## src/rtl/iter_muldiv_if.sv

```systemverilog
// Handshake and result bundle between the execute stage and the iterative mul/div unit.
`default_nettype none

interface iter_muldiv_if #(
  parameter int WIDTH = 32
) ();
  logic             start;
  logic [1:0]       op;
  logic [WIDTH-1:0] a;
  logic [WIDTH-1:0] b;
  logic             cancel;
  logic             busy;
  logic             stall;
  logic             done;
  logic [WIDTH-1:0] hi;
  logic [WIDTH-1:0] lo;

  modport master (
    output start, op, a, b, cancel,
    input  busy, stall, done, hi, lo
  );

  modport slave (
    input  start, op, a, b, cancel,
    output busy, stall, done, hi, lo
  );
endinterface

`default_nettype wire

```

## src/rtl/iter_muldiv.sv

```systemverilog
// Iterative radix-2 MULT/MULTU/DIV/DIVU unit producing a HI/LO pair, with
// execute-stage stall generation and a synchronous cancel for exception flushes.
`default_nettype none

module iter_muldiv #(
  parameter int WIDTH = 32
) (
  input  logic          clk,
  input  logic          rst,
  iter_muldiv_if.slave  bus
);

  localparam int CW = $clog2(WIDTH) + 1;
  localparam logic [CW-1:0] LAST_STEP = CW'(WIDTH - 1);

  typedef enum logic [1:0] {
    S_IDLE  = 2'd0,
    S_CALC  = 2'd1,
    S_FIXUP = 2'd2
  } state_t;

  state_t             state_q, state_d;
  logic [CW-1:0]      cnt_q, cnt_d;
  logic [1:0]         op_q, op_d;
  logic [WIDTH-1:0]   a_q, a_d;
  logic               bzero_q, bzero_d;
  logic               sgn_a_q, sgn_a_d;
  logic               sgn_b_q, sgn_b_d;
  logic [WIDTH-1:0]   mag_b_q, mag_b_d;
  logic [2*WIDTH-1:0] acc_q, acc_d;
  logic               busy_q, busy_d;
  logic               done_q, done_d;
  logic [WIDTH-1:0]   hi_q, hi_d;
  logic [WIDTH-1:0]   lo_q, lo_d;

  logic               in_signed;
  logic [WIDTH-1:0]   in_mag_a;
  logic [WIDTH-1:0]   in_mag_b;
  logic [WIDTH:0]     mul_sum;
  logic [2*WIDTH-1:0] mul_next;
  logic [WIDTH:0]     div_shift;
  logic [WIDTH:0]     div_diff;
  logic [2*WIDTH-1:0] div_next;
  logic               neg_result;
  logic [2*WIDTH-1:0] prod_fix;
  logic [WIDTH-1:0]   quo_fix;
  logic [WIDTH-1:0]   rem_fix;

  // Signed ops run on magnitudes; the most negative value maps onto itself,
  // which is already its correct unsigned magnitude.
  assign in_signed = ~bus.op[0];
  assign in_mag_a  = (in_signed && bus.a[WIDTH-1]) ? -bus.a : bus.a;
  assign in_mag_b  = (in_signed && bus.b[WIDTH-1]) ? -bus.b : bus.b;

  // Multiply: acc = {partial product, remaining multiplier bits}.
  assign mul_sum  = {1'b0, acc_q[2*WIDTH-1:WIDTH]} + (acc_q[0] ? {1'b0, mag_b_q} : '0);
  assign mul_next = {mul_sum, acc_q[WIDTH-1:1]};

  // Restoring divide: acc = {partial remainder, dividend/quotient bits}.
  assign div_shift = acc_q[2*WIDTH-1:WIDTH-1];
  assign div_diff  = div_shift - {1'b0, mag_b_q};
  assign div_next  = div_diff[WIDTH]
                   ? {div_shift[WIDTH-1:0], acc_q[WIDTH-2:0], 1'b0}
                   : {div_diff[WIDTH-1:0],  acc_q[WIDTH-2:0], 1'b1};

  assign neg_result = ~op_q[0] & (sgn_a_q ^ sgn_b_q);
  assign prod_fix   = neg_result ? -acc_q : acc_q;
  assign quo_fix    = neg_result ? -acc_q[WIDTH-1:0] : acc_q[WIDTH-1:0];
  assign rem_fix    = (~op_q[0] & sgn_a_q) ? -acc_q[2*WIDTH-1:WIDTH] : acc_q[2*WIDTH-1:WIDTH];

  always_comb begin
    state_d = state_q;
    cnt_d   = cnt_q;
    op_d    = op_q;
    a_d     = a_q;
    bzero_d = bzero_q;
    sgn_a_d = sgn_a_q;
    sgn_b_d = sgn_b_q;
    mag_b_d = mag_b_q;
    acc_d   = acc_q;
    hi_d    = hi_q;
    lo_d    = lo_q;
    done_d  = 1'b0;

    case (state_q)
      S_IDLE: begin
        if (bus.start && !done_q) begin
          op_d    = bus.op;
          a_d     = bus.a;
          bzero_d = (bus.b == '0);
          sgn_a_d = in_signed & bus.a[WIDTH-1];
          sgn_b_d = in_signed & bus.b[WIDTH-1];
          mag_b_d = in_mag_b;
          acc_d   = {{WIDTH{1'b0}}, in_mag_a};
          cnt_d   = '0;
          state_d = S_CALC;
        end
      end
      S_CALC: begin
        acc_d = op_q[1] ? div_next : mul_next;
        cnt_d = cnt_q + CW'(1);
        if (cnt_q == LAST_STEP) begin
          state_d = S_FIXUP;
        end
      end
      S_FIXUP: begin
        if (!op_q[1]) begin
          hi_d = prod_fix[2*WIDTH-1:WIDTH];
          lo_d = prod_fix[WIDTH-1:0];
        end else if (bzero_q) begin
          hi_d = a_q;
          lo_d = '1;
        end else begin
          hi_d = rem_fix;
          lo_d = quo_fix;
        end
        done_d  = 1'b1;
        cnt_d   = '0;
        state_d = S_IDLE;
      end
      default: begin
        state_d = S_IDLE;
      end
    endcase

    // A flush wins over everything, including a same-cycle start or result write.
    if (bus.cancel) begin
      state_d = S_IDLE;
      cnt_d   = '0;
      done_d  = 1'b0;
      hi_d    = hi_q;
      lo_d    = lo_q;
    end
  end

  assign busy_d = (state_d != S_IDLE);

  always_ff @(posedge clk or negedge rst) begin
    if (!rst) begin
      state_q <= S_IDLE;
      cnt_q   <= '0;
      op_q    <= '0;
      a_q     <= '0;
      bzero_q <= 1'b0;
      sgn_a_q <= 1'b0;
      sgn_b_q <= 1'b0;
      mag_b_q <= '0;
      acc_q   <= '0;
      busy_q  <= 1'b0;
      done_q  <= 1'b0;
      hi_q    <= '0;
      lo_q    <= '0;
    end else begin
      state_q <= state_d;
      cnt_q   <= cnt_d;
      op_q    <= op_d;
      a_q     <= a_d;
      bzero_q <= bzero_d;
      sgn_a_q <= sgn_a_d;
      sgn_b_q <= sgn_b_d;
      mag_b_q <= mag_b_d;
      acc_q   <= acc_d;
      busy_q  <= busy_d;
      done_q  <= done_d;
      hi_q    <= hi_d;
      lo_q    <= lo_d;
    end
  end

  assign bus.busy  = busy_q;
  assign bus.done  = done_q;
  assign bus.hi    = hi_q;
  assign bus.lo    = lo_q;
  assign bus.stall = (bus.start & ~done_q & (state_q == S_IDLE)) | busy_q;

endmodule

`default_nettype wire

```

## src/flat_wrapper.sv

```systemverilog
// flat-port wrapper written by rule: the top's interface ports become plain ports
module iter_muldiv_flat 
#(
  parameter int WIDTH = 32
)
  (clk, rst, bus_start, bus_op, bus_a, bus_b, bus_cancel, bus_busy, bus_stall, bus_done, bus_hi, bus_lo);
  iter_muldiv_if #(.WIDTH(WIDTH)) bus_i ();
  input  logic clk;
  input  logic rst;
  input wire logic [$bits(bus_i.start)-1:0] bus_start;
  input wire logic [$bits(bus_i.op)-1:0] bus_op;
  input wire logic [$bits(bus_i.a)-1:0] bus_a;
  input wire logic [$bits(bus_i.b)-1:0] bus_b;
  input wire logic [$bits(bus_i.cancel)-1:0] bus_cancel;
  output wire logic [$bits(bus_i.busy)-1:0] bus_busy;
  output wire logic [$bits(bus_i.stall)-1:0] bus_stall;
  output wire logic [$bits(bus_i.done)-1:0] bus_done;
  output wire logic [$bits(bus_i.hi)-1:0] bus_hi;
  output wire logic [$bits(bus_i.lo)-1:0] bus_lo;
  assign bus_i.start = bus_start;
  assign bus_i.op = bus_op;
  assign bus_i.a = bus_a;
  assign bus_i.b = bus_b;
  assign bus_i.cancel = bus_cancel;
  assign bus_busy = bus_i.busy;
  assign bus_stall = bus_i.stall;
  assign bus_done = bus_i.done;
  assign bus_hi = bus_i.hi;
  assign bus_lo = bus_i.lo;
  iter_muldiv #(.WIDTH(WIDTH)) u_core (.clk(clk), .rst(rst), .bus(bus_i));
endmodule
```

## config.mk

```make
export PLATFORM = sky130hd
export DESIGN_NAME = iter_muldiv_flat
export DESIGN_NICKNAME = d
export VERILOG_FILES = /design/src/rtl/iter_muldiv_if.sv /design/src/rtl/iter_muldiv.sv /design/src/flat_wrapper.sv
export SDC_FILE = /design/constraint.sdc
export NUM_CORES = 1
export LEC_CHECK = 0
export ABC_CLOCK_PERIOD_IN_PS = 3110
export CORE_MARGIN = 2
export CORE_UTILIZATION = 45
export CTS_BUF_LIST = sky130_fd_sc_hd__clkbuf_4
export CTS_CLUSTER_SIZE = 12
export DETAILED_ROUTE_END_ITERATION = 16
export PLACE_DENSITY = 0.67
export SLEW_MARGIN = 20
export SYNTH_ARGS = -nofsm -noshare
export SYNTH_HDL_FRONTEND = slang
export SYNTH_SLANG_ARGS = --single-unit
```

## constraint.sdc

```tcl
create_clock -name clk -period 3.11 [get_ports clk]
set_input_delay 0.622 -clock clk [delete_from_list [all_inputs] [get_ports clk]]
set_output_delay 0.622 -clock clk [all_outputs]
set_load 0.005 [all_outputs]
```

==> results.py, run 1 <==
metrics = {
    "setup_path": {
        "worstSetupPathType": "reg -> reg",
        "crit_path_top_delay_cell": "dfrtp_1",
        "critPathMaxFanout": 4,
        "cp_cell_sequence": "and2_1 -> ha_2 -> inv_2 -> fa_2 -> nand2b_4 -> a21oi_4 -> o41ai_4 -> o211ai_1 -> a21oi_1 -> buf_4 -> o31ai_4 -> xor2_1 -> o21ai_1 -> a221oi_1",
        "cp.arrival_ns": 3.84,
        "critPathMaxStageDelay_ns": 0.43,
        "cp-start-kind": "flop",
        "cp.required_ns": 3.81,
        "path_buf_inv": 2,
        "path_delay_family": "compound AO/OA/AOI/OAI gates",
        "end_kind": "flop",
    },
    "route": {
        "first_pass_iters": 7,
        "detail-route-antenna-nets": 0,
        "drc": 0,
        "first_iter_violations": 1418,
        "routed_via_density": 5.761,
        "vias": 16920,
        "wl_mm": 55.88,
        "wl_per_cell_um": 19.03,
    },
    "die": {
        "die_y_um": 193.1,
        "die_w_um": 193.1,
        "die-area_um2": 37310,
        "io_pins": 137,
        "start_util_pct": 45.48,
        "rows": 69,
        "core_area_um2": 35400,
    },
    "sta": {
        "period_share_pct": 101.0,
        "layout_setup_ws_ns": -0.03177,
        "tightest_slew_ns": 1.031,
        "hold_ws_ns": 0.3442,
        "slew_headroom_pct": 31.25,
        "grt_setup_unrepaired": "yes",
        "fin_crit_ns": 3.142,
        "fmax_ghz": 0.3183,
        "fin_skew_ns": 0.03654,
        "finalSetupViolCount": 1,
        "setup_tns_ns": -0.03177,
        "slew_violations": 0,
        "hold_viol": 0,
    },
    "logic_synthesis": {
        "synth_seq_cells": 207,
        "synth-edff-count": 0,
        "synthArstFlopShare_pct": 100.0,
        "synth.cell_area_um2": 16100,
        "yosys_warnings": 0,
        "syn-num-nets": 2192,
        "avgSynthCellArea_um2": 7.849,
        "synth-seq-area-share_pct": 32.18,
        "synthCells": 2051,
        "ys.flop_type": "dfrtp_1",
        "synthDistinctLibCells": 77,
    },
    "cts": {
        "cts_buffer_depth": 3,
        "tritoncts": "done",
        "cts_max_level": 2,
        "clock_sinks": 207,
        "clkSlewWorstSetupHoldPaths_ns": 0.07,
        "cts_buffers": 59,
        "cts-root-buf": "clkbuf_4",
        "clk_latency_ns": 0.82,
    },
    "layout": {
        "final_layout_size_suffix_gt1_share_pct": 19.65,
        "area_growth_pct": 30.71,
        "nFillCells": 3206,
        "final_area_um2": 21040,
        "num-nets-final": 2570,
        "stdcell_count": 2937,
    },
    "placement": {
        "place_congestion": 0.9674,
        "post-place-cells": 2809,
        "dpl.hpwl_mm": 42.00,
        "pre_cts_ws_ns": -0.3888,
        "numPortBuffers": 136,
        "place_area_um2": 19870,
    },
    "global_routing": {
        "track_usage_pct": 29.90,
        "grt_overflow": 0,
        "grt_first_pass_wirelength_mm": 87.73,
        "antenna_found_initial": 2,
        "grt_max_degree": 114,
        "grt_pass1_vias": 16080,
    },
    "power_and_ir_drop": {
        "power_leakage_nw": 9.549,
        "ir_drop_v": 0.0004068,
        "power_density_nw_per_um2": 822.9,
    },
    "flow_run": {
        "cap_violations": 0,
    },
    "status": {
        "violations": "setup timing",
        "status": "finished, violations left",
    },
    "worst_hold_path": {
        "hp-class": "in -> reg",
    },
}
cell usage after synthesis (22+ instances only):
| cell | instances | area (µm²) |
|---|---|---|
| o31ai_1 | 22 | 165.2 |
| a31oi_1 | 30 | 187.7 |
| xor2_1 | 90 | 788.3 |
| ha_1 | 69 | 863.3 |
| nor2_1 | 186 | 698.2 |
| mux2i_1 | 60 | 600.6 |
| o21ai_0 | 199 | 996.0 |
| nand2b_1 | 26 | 162.7 |
| o211ai_1 | 44 | 330.3 |
| clkbuf_1 | 113 | 424.2 |
| nor3_1 | 43 | 215.2 |
| nand3_1 | 24 | 120.1 |
| nand2_1 | 319 | 1197 |
| dfrtp_1 | 207 | 5180 |
| a21o_1 | 34 | 255.2 |
| xnor2_1 | 96 | 840.8 |
| inv_1 | 63 | 236.5 |
| or3_1 | 26 | 162.7 |
| a21oi_1 | 172 | 860.8 |
where the power goes:
part	internal (mW)	total (mW)	leakage (nW)	switching (mW)
clock network	1.25	2.54	0.426	1.29
registers	3.18	3.72	2.51	0.532
logic	5.13	11.1	6.61	5.93
cells in the final DEF, fill, tap and decap left out, drive strengths merged, types with 5 or more instances in the layout:
| cell type | synthesis | layout |
|---|---|---|
| a22oi | 16 | 16 |
| or4 | 6 | 6 |
| nand3 | 24 | 24 |
| nand2 | 320 | 320 |
| nand2b | 26 | 26 |
| xor2 | 90 | 90 |
| or2 | 8 | 8 |
| a21o | 34 | 34 |
| clkinv | 0 | 18 |
| dfrtp | 207 | 207 |
| clkdlybuf4s50 | 0 | 135 |
| mux2i | 60 | 60 |
| o31ai | 22 | 22 |
| and3 | 11 | 11 |
| nor3 | 43 | 43 |
| o211ai | 44 | 44 |
| o21ai | 202 | 202 |
| nand3b | 6 | 6 |
| ha | 69 | 69 |
| buf | 18 | 310 |
| and2 | 9 | 9 |
| o22ai | 8 | 8 |
| a211oi | 12 | 12 |
| a21oi | 172 | 172 |
| o41ai | 11 | 11 |
| o221ai | 9 | 9 |
| o31a | 5 | 5 |
| nand4 | 8 | 8 |
| a221oi | 5 | 5 |
| nor4 | 21 | 21 |
| or3 | 28 | 28 |
| nor2 | 186 | 186 |
| nor2b | 12 | 12 |
| inv | 64 | 65 |
| a31oi | 30 | 30 |
| clkbuf | 113 | 87 |
| xnor2 | 97 | 97 |
layout make-up:
| type | instances | area, µm² | share of cell area, % |
|---|---|---|---|
| multi-input combinational | 1649 | 10470 | 49.74 |
| antenna | 3 | 7.507 | 0.03567 |
| timing repair buffer | 448 | 3839 | 18.24 |
| clock buffer | 85 | 638.1 | 3.032 |
| sequential | 207 | 5189 | 24.66 |
| inverter | 64 | 242.7 | 1.153 |
| clock inverter | 20 | 85.08 | 0.4043 |
| tap | 461 | 576.8 | 2.741 |
repair_timing:
action | 4_1_cts | 5_1_grt
pin swaps | 16 | 35
gates resized for setup | 23 | 43
cloned | 0 | 1
setup buffers | 6 | 14
endpoints found under the setup margin | 13 | 36
hold buffers | 1 | 0
hold endpoints to repair | 80 | 0
state kept, by name, summed over array words and instances, names as in the netlist:
name	flops
u_core.bus.hi	32
u_core.bus.lo	32
u_core.mag_b_q	32
u_core.state_q	2
u_core.cnt_q	6
u_core.sgn_a_q	1
u_core.acc_q	64
u_core.op_q	2
u_core.bus.done	1
u_core.bus.busy	1
u_core.a_q	32
u_core.bzero_q	1
u_core.sgn_b_q	1
logic make-up (layout without fill, tap and decap cells):
group	after synthesis	count (layout)	share of synthesized area [%]
XOR/XNOR	187	187	10.22
other	0	3	0
AND/OR/NAND/NOR	718	718	20.42
buffers and inverters	195	617	4.655
adder cells (fa/ha/maj)	71	71	5.611
flip-flops	207	207	32.18
AO/OA/AOI/OAI	609	609	22.90
multiplexers	64	64	4.010
metal layers:
| layer | up-vias | wire (µm) | global-route usage [%] |
|---|---|---|---|
| met3 | 133 | 4015 | 4.995 |
| met4 | 0 | 1646 | 8.450 |
| met2 | 645 | 24790 | 46.54 |
| met5 | - | 0 | 0 |
| li1 | 8048 | - | - |
| met1 | 8094 | 25420 | 42.77 |
path summary, 6_finish.rpt:
kind                            cells after the start            start  slack [ns]                end
worst min register to register                      2   u_core.a_q[26]        0.48     u_core.a_q[26]
worst max register to register                     14  u_core.acc_q[0]       -0.03   u_core.acc_q[59]
max in group asynchronous                           3              rst        1.82  u_core.bus.hi[31]
min in group asynchronous                           2              rst        0.46   u_core.acc_q[55]
worst min-delay path                                3        bus_op[1]        0.34     u_core.op_q[1]
worst max-delay path                               14  u_core.acc_q[0]       -0.03   u_core.acc_q[59]
worst register-to-register path, stage by stage (launching register included):
cell and delay (ns):
dfrtp_1 0.43, and2_1 0.16, ha_2 0.18, inv_2 0.04
fa_2 0.39, nand2b_4 0.16, a21oi_4 0.17, o41ai_4 0.12
o211ai_1 0.34, a21oi_1 0.12, buf_4 0.17, o31ai_4 0.18
xor2_1 0.16, o21ai_1 0.08, a221oi_1 0.29
per-stage QoR:
step                      total power [mW]  utilization [%]
final                                17.32            59.45
after global routing                 18.50            59.45
after CTS                            16.68            58.53
after detailed placement             13.94            56.13
after global placement               13.81            56.13
after floorplan                      9.717                -
Power figures use the tool's default switching activity.
==> run 2, diff against run 1 <==
Settings changed: CORE_MARGIN 2 to default, CTS_CLUSTER_SIZE 12 to 25, PLACE_DENSITY 0.67 to default, PLACE_DENSITY_LB_ADDON from default to 0.25.
==> results.py, run 2 (synthesis gave the netlist of run 1 again) <==
metrics = {
    "route": {
        "vias": 16960,
        "wl_per_cell_um": 19.45,
        "first_iter_violations": 1762,
        "detail-route-antenna-nets": 0,
        "wl_mm": 56.59,
        "first_pass_iters": 6,
        "drc": 0,
        "routed_via_density": 5.828,
    },
    "worst_hold_path": {
        "hold_depth": 3,
        "hp-class": "in -> reg",
        "holdPathEnd": "u_core.op_q[1]",
        "hold_path_startpoint": "bus_op[1]",
    },
    "setup_path": {
        "cp-start-kind": "flop",
        "critPathMaxFanout": 7,
        "cp.depth": 13,
        "critPathMaxStageDelay_ns": 0.44,
        "path_delay_family": "compound AO/OA/AOI/OAI gates",
        "r2r-end": "u_core.acc_q[52]",
        "reg2reg_slack_ns": 0.03,
        "worstSetupPathType": "reg -> reg",
        "path_buf_inv": 3,
        "ff2ff_path_depth": 13,
        "timing.rr.start": "u_core.acc_q[0]",
        "cp.required_ns": 3.75,
        "cp.arrival_ns": 3.72,
        "end_kind": "flop",
        "crit_path_top_delay_cell": "dfrtp_1",
        "cp_cell_sequence": "inv_4 -> nor2_2 -> ha_1 -> o211ai_1 -> o211ai_1 -> a31oi_2 -> o21ai_2 -> buf_6 -> a41oi_4 -> buf_6 -> xnor2_1 -> a222oi_1 -> o21ai_1",
    },
    "layout": {
        "mostFrequentLayoutCell": "nand2_1",
        "area_growth_pct": 31.45,
        "regMostFlops": "u_core.acc_q",
        "regArea_um2": 5191,
        "final_layout_size_suffix_gt1_share_pct": 20.71,
        "num-nets-final": 2546,
        "nFillCells": 3168,
        "multi_input_comb_area_um2": 10710,
        "final_cell_mix": "nand2_1, buf_4, dfrtp_1",
        "largest_reg_flops": 64,
    },
    "global_routing": {
        "antenna_found_initial": 1,
        "grt_overflow": 0,
        "track_usage_pct": 30.74,
        "grt_first_pass_wirelength_mm": 87.88,
        "grt_pass1_vias": 16080,
        "grt_max_degree": 114,
    },
    "cts": {
        "cts-root-buf": "clkbuf_4",
        "tritoncts": "done",
        "cts_max_level": 2,
        "clock_sinks": 207,
        "clkSlewWorstSetupHoldPaths_ns": 0.07,
        "clk_latency_ns": 0.81,
        "cts_buffer_depth": 3,
        "cts_buffers": 58,
    },
    "placement": {
        "pre_cts_ws_ns": -0.3156,
        "numPortBuffers": 136,
        "dpl.hpwl_mm": 41.65,
        "place_congestion": 0.9607,
    },
    "status": {
        "status": "finished clean",
    },
    "sta": {
        "fmax_ghz": 0.3247,
        "setup_tns_ns": 0,
        "finalSetupViolCount": 0,
        "grt_setup_unrepaired": "yes",
        "fin_skew_ns": 0.04066,
        "layout_setup_ws_ns": 0.03059,
        "fin_crit_ns": 3.079,
        "period_share_pct": 99.02,
        "slew_violations": 0,
        "hold_viol": 0,
        "slew_headroom_pct": 39.83,
        "tightest_slew_ns": 0.9026,
    },
    "power_and_ir_drop": {
        "power_density_nw_per_um2": 822.6,
        "ir_drop_v": 0.0003480,
        "power_leakage_nw": 9.485,
    },
    "die": {
        "io_pins": 137,
        "die_w_um": 191.1,
        "start_util_pct": 46.15,
        "die_y_um": 191.1,
        "rows": 68,
        "core_area_um2": 34880,
        "die-area_um2": 36540,
    },
    "flow_run": {
        "cap_violations": 0,
    },
}
[run 2: cell types whose count changed in the layout (fill, tap and decap cells not counted), sizes merged]
cell / change
clkbuf: -1
diode: -2
buf: -24
clkinv: +5
[run 2: repair_timing]
item / CTS / global route
hold buffers: 1 / 0
buffers inserted: 1 / 15
pin swaps: 4 / 41
setup endpoints to repair: 21 / 45
resized for setup: 15 / 111
gates cloned: 0 / 3
endpoints found under the hold margin: 71 / 0
[run 2: cell type report]
class,count,share of cell area [%]
clock buffers,83,2.944
repair buffers,425,17.54
inverters,64,1.159
clock inverters,25,0.5085
diodes,1,0.01182
well taps,455,2.690
flip-flops and latches,207,24.53
multi-input cells,1649,50.61
[run 2: layer usage]
metal	vias up	part of all wire (%)	global-route usage [%]
li1	7994	-	-
met1	8133	45	43.14
met2	704	44	45.99
met3	124	7.8	6.609
met4	0	3.2	11.66
met5	-	0	0
[run 2: power breakdown]
| group | total (mW) | switching, mW | internal, mW |
|---|---|---|---|
| Combinational | 11.0 | 5.98 | 5.07 |
| Clock | 2.55 | 1.31 | 1.24 |
| Sequential | 3.81 | 0.631 | 3.18 |
[run 2: how the worst max path moves through the flow]
stage / start / to / slack, ns
2_1_floorplan: u_core.acc_q[0] / u_core.acc_q[60] / 0.01
3_3_place_gp: bus_a[16] / u_core.acc_q[31] / -0.29
3_5_place_dp: bus_a[16] / u_core.acc_q[31] / -0.32
4_1_cts: u_core.mag_b_q[0] / u_core.acc_q[58] / -0.03
5_1_grt: u_core.acc_q[0] / u_core.acc_q[52] / -0.10
6_report: u_core.acc_q[0] / u_core.acc_q[52] / 0.03
[run 2: stage by stage]
stage	cell area (µm²)	util [%]	instances	total power, mW	hold WS (ns)
global route	21160	60.67	2909	18.51	0.3830
global placement	19700	56.46	2780	13.62	0.4600
finish	21160	60.67	2909	17.41	0.3682
floorplan	16120	-	2051	9.717	0.3264
CTS	20490	58.73	2890	16.45	0.3030
detailed placement	19700	56.46	2780	13.76	0.4651
[run 2: worst min-delay path: stages]
cell and delay [ns]:
clkdlybuf4s50_1 0.40, nand2_1 0.06, nand2_1 0.04
==> run 3, diff against run 2 <==
Settings changed: GPL_ROUTABILITY_DRIVEN from default to 1, SETUP_SLACK_MARGIN from default to 0.5.
==> results.py, run 3 (synthesis gave the netlist of run 1 again) <==
metrics = {
    "status": {
        "status": "finished clean",
    },
    "sta": {
        "hold_viol": 0,
        "finalSetupViolCount": 0,
        "grt_setup_unrepaired": "yes",
        "slew_violations": 0,
        "fin_skew_ns": 0.06185,
        "period_share_pct": 97.27,
        "slew_headroom_pct": 40.70,
        "fin_crit_ns": 3.025,
        "setup_tns_ns": 0,
        "layout_setup_ws_ns": 0.08482,
        "tightest_slew_ns": 0.8896,
        "fmax_ghz": 0.3306,
    },
    "global_routing": {
        "grt_pass1_vias": 16380,
        "grt_overflow": 0,
        "grt_max_degree": 114,
        "track_usage_pct": 31.08,
        "antenna_found_initial": 2,
        "grt_first_pass_wirelength_mm": 89.60,
    },
    "die": {
        "die_w_um": 191.1,
        "core_area_um2": 34880,
        "rows": 68,
        "io_pins": 137,
        "start_util_pct": 46.15,
        "die-area_um2": 36540,
        "die_y_um": 191.1,
    },
    "route": {
        "detail-route-antenna-nets": 0,
        "vias": 17260,
        "drc": 0,
        "first_pass_iters": 6,
        "first_iter_violations": 1854,
        "wl_mm": 57.81,
        "routed_via_density": 5.927,
        "wl_per_cell_um": 19.85,
    },
    "power_and_ir_drop": {
        "power_leakage_nw": 9.633,
        "ir_drop_v": 0.0004118,
        "power_density_nw_per_um2": 843.9,
    },
    "placement": {
        "numPortBuffers": 136,
        "dpl.hpwl_mm": 41.04,
        "place_congestion": 0.9432,
        "place_area_um2": 19450,
        "pre_cts_ws_ns": -0.2313,
        "post-place-cells": 2730,
    },
    "cts": {
        "cts-root-buf": "clkbuf_4",
        "clock_sinks": 207,
        "cts_max_level": 2,
        "clkSlewWorstSetupHoldPaths_ns": 0.09,
        "cts_buffer_depth": 3,
        "tritoncts": "done",
        "clk_latency_ns": 0.79,
        "cts_buffers": 59,
    },
    "setup_path": {
        "end_kind": "flop",
        "worstSetupPathType": "reg -> reg",
        "critPathMaxFanout": 4,
        "path_delay_family": "compound AO/OA/AOI/OAI gates",
        "cp.required_ns": 3.78,
        "crit_path_top_delay_cell": "dfrtp_1",
        "path_buf_inv": 1,
        "ff2ff_path_depth": 11,
        "cp_cell_sequence": "buf_4 -> fa_2 -> nand2b_4 -> a21oi_4 -> o21ai_2 -> a2111o_1 -> a21oi_2 -> a41o_1 -> mux2_4 -> o221a_2 -> o21ai_1",
        "cp-start-kind": "flop",
        "cp.depth": 11,
        "critPathMaxStageDelay_ns": 0.43,
        "cp.arrival_ns": 3.69,
    },
    "layout": {
        "mostFrequentLayoutCell": "nand2_1",
        "final_layout_size_suffix_gt1_share_pct": 23.59,
        "regMostFlops": "u_core.acc_q",
        "utilization_pct": 62.46,
        "area_growth_pct": 35.35,
        "final_cell_mix": "nand2_1, buf_4, dfrtp_1",
        "final_area_um2": 21790,
        "largest_reg_flops": 64,
        "stdcell_count": 2912,
        "num-nets-final": 2551,
    },
    "worst_hold_path": {
        "hold_depth": 3,
        "hp-class": "in -> reg",
    },
    "flow_run": {
        "cap_violations": 0,
    },
}
-- run 3: changes by cell type in the layout (fill, tap and decap cells not counted), sizes merged --
cell           previous run  this run
buf                     286       291
clkdlybuf4s50           135       134
clkinv                   23        20
diode                     1         3
-- run 3: path summary, 6_finish.rpt --
check                                    to  slack, ns              start
max                        u_core.acc_q[58]       0.08  u_core.mag_b_q[1]
min                          u_core.op_q[1]       0.36          bus_op[1]
max reg2reg                u_core.acc_q[58]       0.08  u_core.mag_b_q[1]
min reg2reg                   u_core.a_q[4]       0.48      u_core.a_q[4]
max in group asynchronous  u_core.acc_q[15]       1.90                rst
min in group asynchronous  u_core.acc_q[61]       0.39                rst
-- run 3: power breakdown --
group,internal (mW),leakage (nW),switching [mW]
Combinational,5.59,6.70,6.46
Clock,1.23,0.427,1.30
Sequential,3.19,2.51,0.616
-- run 3: through the flow --
stage                     total power, mW  hold WS, ns
after CTS                           17.11       0.3224
after detailed placement            13.59       0.4643
final                               18.39       0.3621
after global routing                19.45       0.3619
after global placement              13.44       0.4627
after floorplan                     9.942       0.3264
-- run 3: cell type report --
class	instances	area, µm²
fillers	3087	13090
multi-input cells	1649	11150
flip-flops and latches	207	5196
repair buffers	429	3899
clock buffers	83	623.1
well taps	455	569.3
inverters	64	246.5
clock inverters	22	93.84
diodes	3	7.507
-- run 3: routing by layer --
metal	track usage, %	up-vias	routed length (µm)
met5	0	-	0
met4	10.56	0	1869
met3	5.324	154	4692
met2	47.59	791	25500
met1	44.05	8309	25750
li1	-	8006	-
-- run 3: timing repair --
item,4_1_cts,5_1_grt
gates resized for setup,117,135
pin swaps,61,64
cloned,1,3
setup buffers,38,31
endpoints found under the setup margin,59,66
endpoints found under the hold margin,49,0
hold buffers,1,0
-- run 3: worst min-delay path, stage by stage --
cell	delay, ns
clkdlybuf4s50_1	0.41
nand2_1	0.06
nand2_1	0.04
